===== config.mk =====
export PLATFORM = sky130hd
export DESIGN_NAME = gemm_tile_scheduler
export DESIGN_NICKNAME = d
export VERILOG_FILES = /design/src/rtl/tpu_ctrl_pkg.sv /design/src/rtl/tile_loop_counter.sv /design/src/rtl/gemm_tile_scheduler.sv
export SDC_FILE = /design/constraint.sdc
export NUM_CORES = 1
export LEC_CHECK = 0
export BUFFER_PORTS_ARGS = -buffer_cell sky130_fd_sc_hd__buf_4
export CELL_PAD_IN_SITES_DETAIL_PLACEMENT = 1
export CELL_PAD_IN_SITES_GLOBAL_PLACEMENT = 1
export CORE_AREA = 10 10 127 215
export DETAILED_ROUTE_END_ITERATION = 6
export DIE_AREA = 0 0 137 225
export PLACE_DENSITY_LB_ADDON = 0.1
export SYNTH_ARGS = -nofsm -noshare
export SYNTH_HDL_FRONTEND = slang
export SYNTH_SLANG_ARGS = --single-unit

===== constraint.sdc =====
create_clock -name clk -period 10 [get_ports clk]
set_clock_uncertainty 0.1 [all_clocks]
set_input_delay 0.5 -clock clk [delete_from_list [all_inputs] [get_ports clk]]
set_output_delay 0.5 -clock clk [all_outputs]
set_load 0.01 [all_outputs]

===== src/rtl/tpu_ctrl_pkg.sv =====
// Shared types and helpers for the GEMM tile scheduler: command layout,
// scheduler state encoding and tile-geometry arithmetic.
package tpu_ctrl_pkg;

    localparam int W       = 16;
    localparam int CMD_AW  = 10;
    // 1023-element dimensions need 64 tiles, hence 7 bits for tile indices.
    localparam int TILE_CW = 7;

    typedef enum logic [2:0] {
        IDLE,
        CALC,
        ISSUE,
        WAIT_DEP,
        DRAIN
    } sched_state_e;

    // First member lands in the MSBs, so len_m ends up at cmd_data[7:0].
    typedef struct packed {
        logic [CMD_AW-1:0] addr_d;
        logic [CMD_AW-1:0] addr_c;
        logic [CMD_AW-1:0] addr_b;
        logic [CMD_AW-1:0] addr_a;
        logic [7:0]        len_n;
        logic [7:0]        len_k;
        logic [7:0]        len_m;
    } command_t;

    function automatic command_t pack_cmd(
        input logic [7:0]        len_m,
        input logic [7:0]        len_k,
        input logic [7:0]        len_n,
        input logic [CMD_AW-1:0] addr_a,
        input logic [CMD_AW-1:0] addr_b,
        input logic [CMD_AW-1:0] addr_c,
        input logic [CMD_AW-1:0] addr_d
    );
        command_t c;
        c.len_m  = len_m;
        c.len_k  = len_k;
        c.len_n  = len_n;
        c.addr_a = addr_a;
        c.addr_b = addr_b;
        c.addr_c = addr_c;
        c.addr_d = addr_d;
        return c;
    endfunction

    function automatic logic [TILE_CW-1:0] tiles_of(input logic [9:0] dim);
        return TILE_CW'((11'(dim) + 11'd15) >> 4);
    endfunction

    // Edge length of tile t: a full W unless it is the ragged last tile.
    function automatic logic [7:0] len_of(input logic [9:0] dim, input logic [TILE_CW-1:0] t);
        logic [10:0] rem;
        rem = 11'(dim) - {t, 4'b0000};
        return (rem >= 11'(W)) ? 8'(W) : rem[7:0];
    endfunction

endpackage


===== src/rtl/tile_loop_counter.sv =====
// Nested mt/nt/kt tile counters (kt innermost) with wrap/last detection and
// per-tile edge lengths for the current position.
module tile_loop_counter
    import tpu_ctrl_pkg::*;
(
    input  logic               clk,
    input  logic               rst,
    input  logic               i_load,
    input  logic               i_advance,
    input  logic [9:0]         i_dim_m,
    input  logic [9:0]         i_dim_k,
    input  logic [9:0]         i_dim_n,
    input  logic [TILE_CW-1:0] i_tiles_m,
    input  logic [TILE_CW-1:0] i_tiles_k,
    input  logic [TILE_CW-1:0] i_tiles_n,
    output logic [TILE_CW-1:0] o_mt,
    output logic [TILE_CW-1:0] o_nt,
    output logic [TILE_CW-1:0] o_kt,
    output logic               o_last,
    output logic [7:0]         o_len_m,
    output logic [7:0]         o_len_k,
    output logic [7:0]         o_len_n
);

    logic [TILE_CW-1:0] r_mt, r_nt, r_kt;
    logic               w_last_m, w_last_n, w_last_k;

    assign w_last_m = (r_mt == i_tiles_m - TILE_CW'(1));
    assign w_last_n = (r_nt == i_tiles_n - TILE_CW'(1));
    assign w_last_k = (r_kt == i_tiles_k - TILE_CW'(1));

    always_ff @(posedge clk or posedge rst) begin
        if (rst) begin
            r_mt <= '0;
            r_nt <= '0;
            r_kt <= '0;
        end else if (i_load) begin
            r_mt <= '0;
            r_nt <= '0;
            r_kt <= '0;
        end else if (i_advance) begin
            if (!w_last_k) begin
                r_kt <= r_kt + TILE_CW'(1);
            end else begin
                r_kt <= '0;
                if (!w_last_n) begin
                    r_nt <= r_nt + TILE_CW'(1);
                end else begin
                    r_nt <= '0;
                    r_mt <= w_last_m ? '0 : r_mt + TILE_CW'(1);
                end
            end
        end
    end

    assign o_mt    = r_mt;
    assign o_nt    = r_nt;
    assign o_kt    = r_kt;
    assign o_last  = w_last_m && w_last_n && w_last_k;
    assign o_len_m = len_of(i_dim_m, r_mt);
    assign o_len_k = len_of(i_dim_k, r_kt);
    assign o_len_n = len_of(i_dim_n, r_nt);

endmodule


===== src/rtl/gemm_tile_scheduler.sv =====
// Splits one GEMM job into 16x16 tile commands, throttles them by in-flight
// count and K-accumulation dependency, and reports job completion or errors.
module gemm_tile_scheduler
    import tpu_ctrl_pkg::*;
#(
    parameter int ADDR_WIDTH           = 10,
    parameter int SYSTOLIC_ARRAY_WIDTH = 16,
    parameter int MAX_OUTSTANDING      = 4
) (
    input  logic                  clk,
    input  logic                  rst,
    input  logic                  job_valid,
    output logic                  job_ready,
    input  logic [9:0]            job_m,
    input  logic [9:0]            job_k,
    input  logic [9:0]            job_n,
    input  logic [ADDR_WIDTH-1:0] job_addr_a,
    input  logic [ADDR_WIDTH-1:0] job_addr_b,
    input  logic [ADDR_WIDTH-1:0] job_addr_c,
    input  logic [ADDR_WIDTH-1:0] job_addr_d,
    output logic                  cmd_valid,
    output logic [63:0]           cmd_data,
    input  logic                  cmd_ready,
    input  logic                  cu_done,
    output logic                  sched_busy,
    output logic                  job_done,
    output logic                  job_err,
    output logic [2:0]            outstanding
);

    if (4 * ADDR_WIDTH + 24 != 64) begin : g_bad_addr_width
        $error("ADDR_WIDTH must satisfy 4*ADDR_WIDTH+24 == 64");
    end
    if (SYSTOLIC_ARRAY_WIDTH != W) begin : g_bad_array_width
        $error("SYSTOLIC_ARRAY_WIDTH must equal the package tile edge");
    end
    if (MAX_OUTSTANDING < 1 || MAX_OUTSTANDING > 7) begin : g_bad_max_out
        $error("MAX_OUTSTANDING must be in 1..7");
    end

    sched_state_e          r_state;
    logic [9:0]            r_dim_m, r_dim_k, r_dim_n;
    logic [ADDR_WIDTH-1:0] r_base_a, r_base_b, r_base_c, r_base_d;
    logic                  r_cmd_valid;
    command_t              r_cmd;
    logic                  r_job_done, r_job_err, r_closing;
    logic [2:0]            r_outstanding;

    logic [TILE_CW-1:0]    w_tiles_m, w_tiles_k, w_tiles_n;
    logic [TILE_CW-1:0]    w_mt, w_nt, w_kt;
    logic                  w_last;
    logic [7:0]            w_len_m, w_len_k, w_len_n;
    logic [13:0]           w_idx_a, w_idx_b, w_idx_o;
    logic [ADDR_WIDTH-1:0] w_off_a, w_off_b, w_off_o;
    logic [ADDR_WIDTH-1:0] w_addr_a, w_addr_b, w_addr_c, w_addr_d;
    command_t              w_cmd;
    logic                  w_job_hs, w_hs, w_done_ok, w_zero_dim;
    logic [2:0]            w_out_next;
    logic                  w_room, w_dep_clear, w_can_load;

    assign w_tiles_m = tiles_of(r_dim_m);
    assign w_tiles_k = tiles_of(r_dim_k);
    assign w_tiles_n = tiles_of(r_dim_n);

    tile_loop_counter u_loop (
        .clk       (clk),
        .rst       (rst),
        .i_load    (w_job_hs),
        .i_advance (w_hs),
        .i_dim_m   (r_dim_m),
        .i_dim_k   (r_dim_k),
        .i_dim_n   (r_dim_n),
        .i_tiles_m (w_tiles_m),
        .i_tiles_k (w_tiles_k),
        .i_tiles_n (w_tiles_n),
        .o_mt      (w_mt),
        .o_nt      (w_nt),
        .o_kt      (w_kt),
        .o_last    (w_last),
        .o_len_m   (w_len_m),
        .o_len_k   (w_len_k),
        .o_len_n   (w_len_n)
    );

    // Tile offsets are in units of W elements; all sums wrap at ADDR_WIDTH.
    assign w_idx_a  = 14'(w_mt) * 14'(w_tiles_k) + 14'(w_kt);
    assign w_idx_b  = 14'(w_kt) * 14'(w_tiles_n) + 14'(w_nt);
    assign w_idx_o  = 14'(w_mt) * 14'(w_tiles_n) + 14'(w_nt);
    assign w_off_a  = ADDR_WIDTH'({w_idx_a, 4'b0000});
    assign w_off_b  = ADDR_WIDTH'({w_idx_b, 4'b0000});
    assign w_off_o  = ADDR_WIDTH'({w_idx_o, 4'b0000});
    assign w_addr_a = r_base_a + w_off_a;
    assign w_addr_b = r_base_b + w_off_b;
    assign w_addr_d = r_base_d + w_off_o;
    assign w_addr_c = (w_kt == '0) ? (r_base_c + w_off_o) : w_addr_d;
    assign w_cmd    = pack_cmd(w_len_m, w_len_k, w_len_n, w_addr_a, w_addr_b, w_addr_c, w_addr_d);

    assign w_job_hs   = job_valid && (r_state == IDLE);
    assign w_hs       = r_cmd_valid && cmd_ready;
    assign w_done_ok  = cu_done && (r_outstanding != 3'd0);
    assign w_out_next = r_outstanding + 3'(w_hs) - 3'(w_done_ok);
    assign w_zero_dim = (r_dim_m == '0) || (r_dim_k == '0) || (r_dim_n == '0);

    // A new command is launched against next cycle's in-flight count, so the
    // cap and the kt>0 drain condition already hold the cycle cmd_valid rises.
    assign w_room      = (w_out_next < 3'(MAX_OUTSTANDING));
    assign w_dep_clear = (w_out_next == 3'd0);
    assign w_can_load  = (w_kt == '0) ? w_room : w_dep_clear;

    always_ff @(posedge clk or posedge rst) begin
        if (rst) begin
            r_state       <= IDLE;
            r_dim_m       <= '0;
            r_dim_k       <= '0;
            r_dim_n       <= '0;
            r_base_a      <= '0;
            r_base_b      <= '0;
            r_base_c      <= '0;
            r_base_d      <= '0;
            r_cmd_valid   <= 1'b0;
            r_cmd         <= '0;
            r_job_done    <= 1'b0;
            r_job_err     <= 1'b0;
            r_closing     <= 1'b0;
            r_outstanding <= '0;
        end else begin
            r_job_done    <= 1'b0;
            r_job_err     <= cu_done && (r_outstanding == 3'd0);
            r_outstanding <= w_out_next;
            case (r_state)
                IDLE: begin
                    if (job_valid) begin
                        r_dim_m  <= job_m;
                        r_dim_k  <= job_k;
                        r_dim_n  <= job_n;
                        r_base_a <= job_addr_a;
                        r_base_b <= job_addr_b;
                        r_base_c <= job_addr_c;
                        r_base_d <= job_addr_d;
                        r_state  <= CALC;
                    end
                end
                CALC: begin
                    if (w_zero_dim) begin
                        r_job_err <= 1'b1;
                        r_closing <= 1'b1;
                        r_state   <= DRAIN;
                    end else begin
                        r_state <= ISSUE;
                        if (w_can_load) begin
                            r_cmd       <= w_cmd;
                            r_cmd_valid <= 1'b1;
                        end
                    end
                end
                ISSUE: begin
                    if (r_cmd_valid) begin
                        if (cmd_ready) begin
                            r_cmd_valid <= 1'b0;
                            if (w_last) begin
                                r_state <= DRAIN;
                            end
                        end
                    end else if (w_can_load) begin
                        r_cmd       <= w_cmd;
                        r_cmd_valid <= 1'b1;
                    end else if (w_kt != '0) begin
                        r_state <= WAIT_DEP;
                    end
                end
                WAIT_DEP: begin
                    if (w_dep_clear) begin
                        r_cmd       <= w_cmd;
                        r_cmd_valid <= 1'b1;
                        r_state     <= ISSUE;
                    end
                end
                DRAIN: begin
                    // r_closing holds the FSM out of IDLE for the pulse cycle.
                    if (r_closing) begin
                        r_closing <= 1'b0;
                        r_state   <= IDLE;
                    end else if (w_dep_clear) begin
                        r_job_done <= 1'b1;
                        r_closing  <= 1'b1;
                    end
                end
                default: r_state <= IDLE;
            endcase
        end
    end

    assign job_ready   = (r_state == IDLE);
    assign cmd_valid   = r_cmd_valid;
    assign cmd_data    = r_cmd;
    assign job_done    = r_job_done;
    assign job_err     = r_job_err;
    assign outstanding = r_outstanding;
    assign sched_busy  = (r_state != IDLE) || (r_outstanding != 3'd0);

endmodule


After elaboration in Yosys (flattened, before gate mapping):

Cells that the tools add are included.

* bits in registers: 165
* input bits: 75
* output and inout port bits: 72
* logic and storage cells: 146

* $add $sub $neg: 21
* multipliers: 3
* order comparisons: 4
* equality and inequality tests: 18
* multiplexer cells: 46
* reduce and logical (&&, ||, !) cells: 31

Operators by type and width (count)
* $mux W64: 4
* $pmux W64 S3: 1
* $mux W7: 12
* $add A10 B10 Y10: 4
* $add A10 B4 Y11 const B: 3
* $ge A11 B5 Y1 const B: 3
* $sub A10 B11 Y11: 3
* $logic_not A10 Y1: 3
* $mux W3: 9
* $mux W8: 3
* $add A7 B1 Y7 const B: 3
* $eq A7 B7 Y1: 3
* $mul A7 B7 Y6: 3
* $sub A7 B1 Y7 const B: 3
* $add A6 B6 Y6: 3
* $pmux W3 S5: 1
* $ne A2 B2 Y1 const B: 7
* $mux W1: 13
* $mux W10: 1
* $logic_not A3 Y1: 3
* $ne A3 B3 Y1 const B: 3
* $reduce_bool A3 Y1: 3
* $reduce_and A4 Y1: 2
* $reduce_bool A2 Y1: 4
* other kinds (16): 26

Logic depth before layout (Yosys ltp):

* word-level depth: 9
* gate-level depth with buffers: 21
* mapped depth without buffers: 20

Hierarchy:

From an unflattened synthesis, not the netlist that was laid out.

* cells, all modules: 1099
* area total of the unflattened synthesis: 11242.0 um^2

Modules (own cells, without submodules)
* gemm_tile_scheduler: instances 1, cells each 738, area an instance 8468.1 um^2
* tile_loop_counter: instances 1, cells each 361, area an instance 2773.9 um^2

Worst setup path after synthesis:

No wires, ideal clock.

* path type: reg-to-reg
* from: register r_dim_k[0]
* to: register r_cmd, in the netlist cmd_data[33]
* data arrival time: 4.991 ns
* data required time: 9.772 ns
* path slack: 4.781 ns
* cell stages (with the launch flop): 21
* buffers on the path: 1
* cells stage by stage: dfrtp_1 -> o41ai_1 -> or2_2 -> buf_2 -> xnor2_1 -> nand2_1 -> fa_1 -> inv_1 -> ha_1 -> inv_1 -> fa_1 -> fa_1 -> inv_1 -> ha_1 -> xnor2_1 -> ha_1 -> a21oi_1 -> xnor2_1 -> xnor3_1 -> xnor2_1 -> o21ai_0

* word-level cells in the longest chain between the ends: 7
* elaborated cells between the ends (all ways): 14
* those cells by class: add/sub (3); mul (1); eq/ne (1); mux (5); reduce/logical (4)

RTL lines
* from (decl): line gemm_tile_scheduler.sv:42 `logic [9:0] r_dim_m, r_dim_k, r_dim_n;`
* from (signal assigned): line gemm_tile_scheduler.sv:134 `r_dim_k <= job_k;`
* $add A10 B4 Y11: line tpu_ctrl_pkg.sv:50 `return TILE_CW'((11'(dim) + 11'd15) >> 4);`
* $mul A7 B7 Y6: line gemm_tile_scheduler.sv:86 `assign w_idx_a = 14'(w_mt) * 14'(w_tiles_k) + 14'(w_kt);`
* $add A6 B6 Y6: line gemm_tile_scheduler.sv:86
* $add A10 B10 Y10: line gemm_tile_scheduler.sv:92 `assign w_addr_a = r_base_a + w_off_a;`
* $mux W64: line gemm_tile_scheduler.sv:150, gemm_tile_scheduler.sv:164
* $mux W64, on equally long branches: line gemm_tile_scheduler.sv:157, gemm_tile_scheduler.sv:144
* $pmux W64 S3: line gemm_tile_scheduler.sv:130 `case (r_state)`
* to (signal assigned): line gemm_tile_scheduler.sv:151 `r_cmd <= w_cmd;`
* to (signal assigned): line gemm_tile_scheduler.sv:165 `r_cmd <= w_cmd;`
* to (signal assigned): line gemm_tile_scheduler.sv:173 `r_cmd <= w_cmd;`
* to (decl): line gemm_tile_scheduler.sv:45 `command_t r_cmd;`

Parallel ways exist; a longest one is shown, timed or not. The select of a mux whose other input is x is not followed.
A chain may end at the register's enable or synchronous reset.

Worst setup path in the final report:

* from: register r_dim_n[5]
* to: register r_cmd, in the netlist cmd_data[43]

* word-level cells in the longest chain between the ends: 7
* elaborated cells between the ends (all ways): 13
* those cells by class: add/sub (3); mul (1); eq/ne (1); mux (5); reduce/logical (3)

RTL lines
* from (decl): line gemm_tile_scheduler.sv:42
* from (signal assigned): line gemm_tile_scheduler.sv:135 `r_dim_n <= job_n;`
* $add A10 B4 Y11: line tpu_ctrl_pkg.sv:50
* $mul A7 B7 Y6: line gemm_tile_scheduler.sv:87 `assign w_idx_b = 14'(w_kt) * 14'(w_tiles_n) + 14'(w_nt);`
* $add A6 B6 Y6: line gemm_tile_scheduler.sv:87
* $add A10 B10 Y10: line gemm_tile_scheduler.sv:93 `assign w_addr_b = r_base_b + w_off_b;`
* $mux W64: line gemm_tile_scheduler.sv:150, gemm_tile_scheduler.sv:164
* $mux W64, on equally long branches: line gemm_tile_scheduler.sv:157, gemm_tile_scheduler.sv:144
* $pmux W64 S3: line gemm_tile_scheduler.sv:130

Parallel ways exist; a longest one is shown, timed or not. The select of a mux whose other input is x is not followed.

==> key figures <==
Run status
  • Status: complete, no violations

Placed design
  • HPWL Detailed: 24600 µm
  • Dpl cells: 1643
  • Port Buffers: 146
  • Routability Congestion: approximately 0.9
  • Setup slack after placement: 4200 ps

Clock tree
  • Clk root buf: clkbuf_16
  • Hold_buf cts: 0
  • Num CTS Buffers: 17
  • CTS H-tree lvls: 4
  • CTS tree: built
  • Skew-Pair Late Insertion Delay: about 460 ps
  • Clock transition at path regs: 70 ps
  • Post-CTS Setup Bufs: 0
  • Clk buf depth: 2
  • Clock sink count: ~170
  • Post_cts resized: 0

Die
  • Core Footprint: ~24000 µm²
  • Die Y: 225 µm
  • Initial core utilization: 0.467
  • Row cnt: 75
  • Ports: 147
  • Die W: 137 µm
  • Die ar.: 30800 µm²

Timing
  • Setup TNS: 0 ps
  • Hold violation count in the final report: 0
  • Final Setup Violations: 0
  • Slew @ Worst Pin: 1030 ps
  • Tcrit/Tclk final: 0.582
  • Tmin final: 5820 ps
  • Max-slew violations: 0
  • Unrepaired setup endpoints after global routing: false
  • Final WS setup: 4180 ps
  • Max-slew headroom: 0.311
  • FMAX: around 170 MHz

Drt
  • Via density: 5.52
  • Final wirelength: approximately 33000 µm
  • DRC Markers: 0
  • Avg WL per Cell: 19.8 µm
  • Antenna Violating Nets Remaining: 0
  • DRT Pass-1 Iters: 4
  • Vias: between 9000 and 10000
  • Initial DRC count: a little under 400

Power
  • Maximum VDD drop: about 0.00021 V
  • LEAKAGE: around 6.5 nW
  • Power, Total: between 0.005 and 0.006 W
  • PwrDens: 417 nW/µm²

Global route
  • Largest net degree at the start of global routing: 89
  • Initial antenna violation count: 0
  • Vias in the first global route: 10200
  • GRT Overall Usage: 0.225
  • GRT overflow: 0
  • Global-route wire length before repair: 54300 µm

Synth
  • Avg Inst Size Synth: 8.94 µm²
  • Yosys reg bits: between 150 and 200
  • Post-Syn Instances: 1245
  • Synth cell types: 77
  • Synth warnings: 0
  • EDFF count, synth: 0
  • Synthesized Nets: 1435
  • Mapped Area: 11100 µm²
  • Sequential element share of the synthesized area: 0.371
  • Ys flop type: dfrtp_1
  • Async S/R FF share, synth: 1.00

Final layout
  • Nets@finish: 1544
  • Diodes inserted: 0
  • Layout cells sized above 1: 0.155
  • Commonest non-fill, non-tap cell in the layout: nand2_1
  • Non-filler cells, final: 1675
  • Area Overhead vs Synth: 16.7%
  • Commonest non-fill, non-tap cells in the layout: nand2_1 (327), dfrtp_1 (165), buf_4 (151)
  • Layout fillers: 2824

Worst setup path
  • CP Class: reg -> reg
  • CP Data Required Time: 10280 ps
  • Crit path cell chain: clkinv_1 -> nor2_2 -> xor2_1 -> nand2_1 -> fa_1 -> inv_1 -> ha_1 -> inv_1 -> fa_1 -> fa_1 -> inv_1 -> ha_1 -> xnor2_1 -> ha_1 -> a21oi_1 -> xnor2_1 -> xnor3_1 -> o21ai_0
  • Family with the most delay on the worst path: adder cells
  • Critical Path Fanout Max: 10
  • Crit end category: flop
  • Reg2Reg Depth: 18
  • CP arrival: 6110 ps
  • Slowest CP cell: fa_1
  • CP bufs+invs: 4
  • CP Depth: 18
  • Nature of the critical path startpoint: flop
  • Worst path max stage delay: 560 ps

Flow run
  • Maxcap violations: 0

Min path
  • Min-Delay Path Class: in -> async
[worst paths after layout]
path,startpoint,to,slack [ps]
setup / recovery,r_dim_n[5]$_DFFE_PP0P_,cmd_data[43]$_DFFE_PP0P_,4180
hold / removal,rst,cmd_data[5]$_DFFE_PP0P_,80
setup reg to reg,r_dim_n[5]$_DFFE_PP0P_,cmd_data[43]$_DFFE_PP0P_,4180
hold reg to reg,r_base_b[2]$_DFFE_PP0P_,cmd_data[36]$_DFFE_PP0P_,370
max in group asynchronous,rst,cmd_data[2]$_DFFE_PP0P_,8200
min in group clk,job_addr_c[7],r_base_c[7]$_DFFE_PP0P_,120
[worst register-to-register path, stage by stage (launching register included)]
cell,delay (ps)
dfrtp_1,540
clkinv_1,400
nor2_2,370
xor2_1,490
nand2_1,160
fa_1,560
inv_1,40
ha_1,260
inv_1,50
fa_1,500
fa_1,540
inv_1,50
ha_1,330
xnor2_1,200
ha_1,280
a21oi_1,180
xnor2_1,140
xnor3_1,410
o21ai_0,150
[registers in the layout, indices dropped and copies added (netlist names), 3 cells and up]
name         cells
cmd_data        64
r_base_a        10
r_base_b        10
r_base_c        10
r_base_d        10
r_dim_k         10
r_dim_m         10
r_dim_n         10
u_loop.o_kt      7
u_loop.o_mt      7
u_loop.o_nt      7
outstanding      3
r_state          3
[cells by family (layout without fill, tap and decap cells)]
| logic type | Yosys count | in the layout | share of synthesized area |
|---|---|---|---|
| buf+inv | 121 | 243 | 0.0422 |
| flops | 165 | 165 | 0.371 |
| xor+xnor | 112 | 112 | 0.0943 |
| mux | 13 | 13 | 0.0123 |
| fa+ha+maj | 116 | 116 | 0.150 |
| simple gates | 519 | 519 | 0.209 |
| compound gates | 199 | 199 | 0.122 |
[cell type report]
| cell class | count | area, µm² | share of cell area |
|---|---|---|---|
| Sequential cell | 165 | 4130 | 0.318 |
| Inverter | 60 | 230 | 0.0177 |
| Clock inverter | 15 | 140 | 0.0108 |
| Timing Repair Buffer | 151 | 1130 | 0.0873 |
| Clock buffer | 17 | 425 | 0.0327 |
| Tap cell | 308 | 385 | 0.0297 |
| Multi-Input combinational cell | 959 | 6550 | 0.504 |
[where the power goes]
part	internal, W	switching, W	total [W]
registers	0.000925	0.000352	0.00128
clock network	0.000347	0.000302	0.000649
logic	0.00153	0.00196	0.00350
[Yosys cell counts (all sizes together) (5+ instances only)]
cell    instances  area, µm²
o21ai          55        275
nor3b           6       45.0
xnor2          80        727
xor2           29        254
nor3           22        115
o211ai          6       45.0
ha             86       1080
mux2i          11        110
nor4           11        109
clkbuf         49        184
buf            12       60.1
nor2b          16        100
nand2b         12       75.1
nor2           55        209
nand4          11       68.8
nand2         330       1250
nand3          17       85.1
inv            56        210
a21o           24        180
fa             29        581
o21bai          6       45.0
o22ai           5       31.3
dfrtp         165       4130
a211oi          5       37.5
a22o           14        123
and2           19        119
a21oi          38        190
a31oi          10       62.6
[per-layer routing]
metal / routed length (µm) / GRT usage / vias to the layer above
li1: - / - / 4376
met1: 13000 / 0.248 / 4648
met2: 18000 / 0.406 / 169
met3: 1090 / 0.0395 / 58
met4: 1050 / 0.0976 / 0
met5: 0 / 0 / -
[stage by stage]
| stage | hold WS (ps) | util | instance area (µm²) |
|---|---|---|---|
| 6_report | 75.4 | 0.545 | 13000 |
| 3_5_place_dp | 357 | 0.521 | 12400 |
| 2_1_floorplan | 339 | - | 11100 |
| 4_1_cts | 104 | 0.545 | 13000 |
| 5_1_grt | 113 | 0.545 | 13000 |
| 3_3_place_gp | 347 | 0.521 | 12400 |
Note: power is estimated with default switching activity, not from simulation.
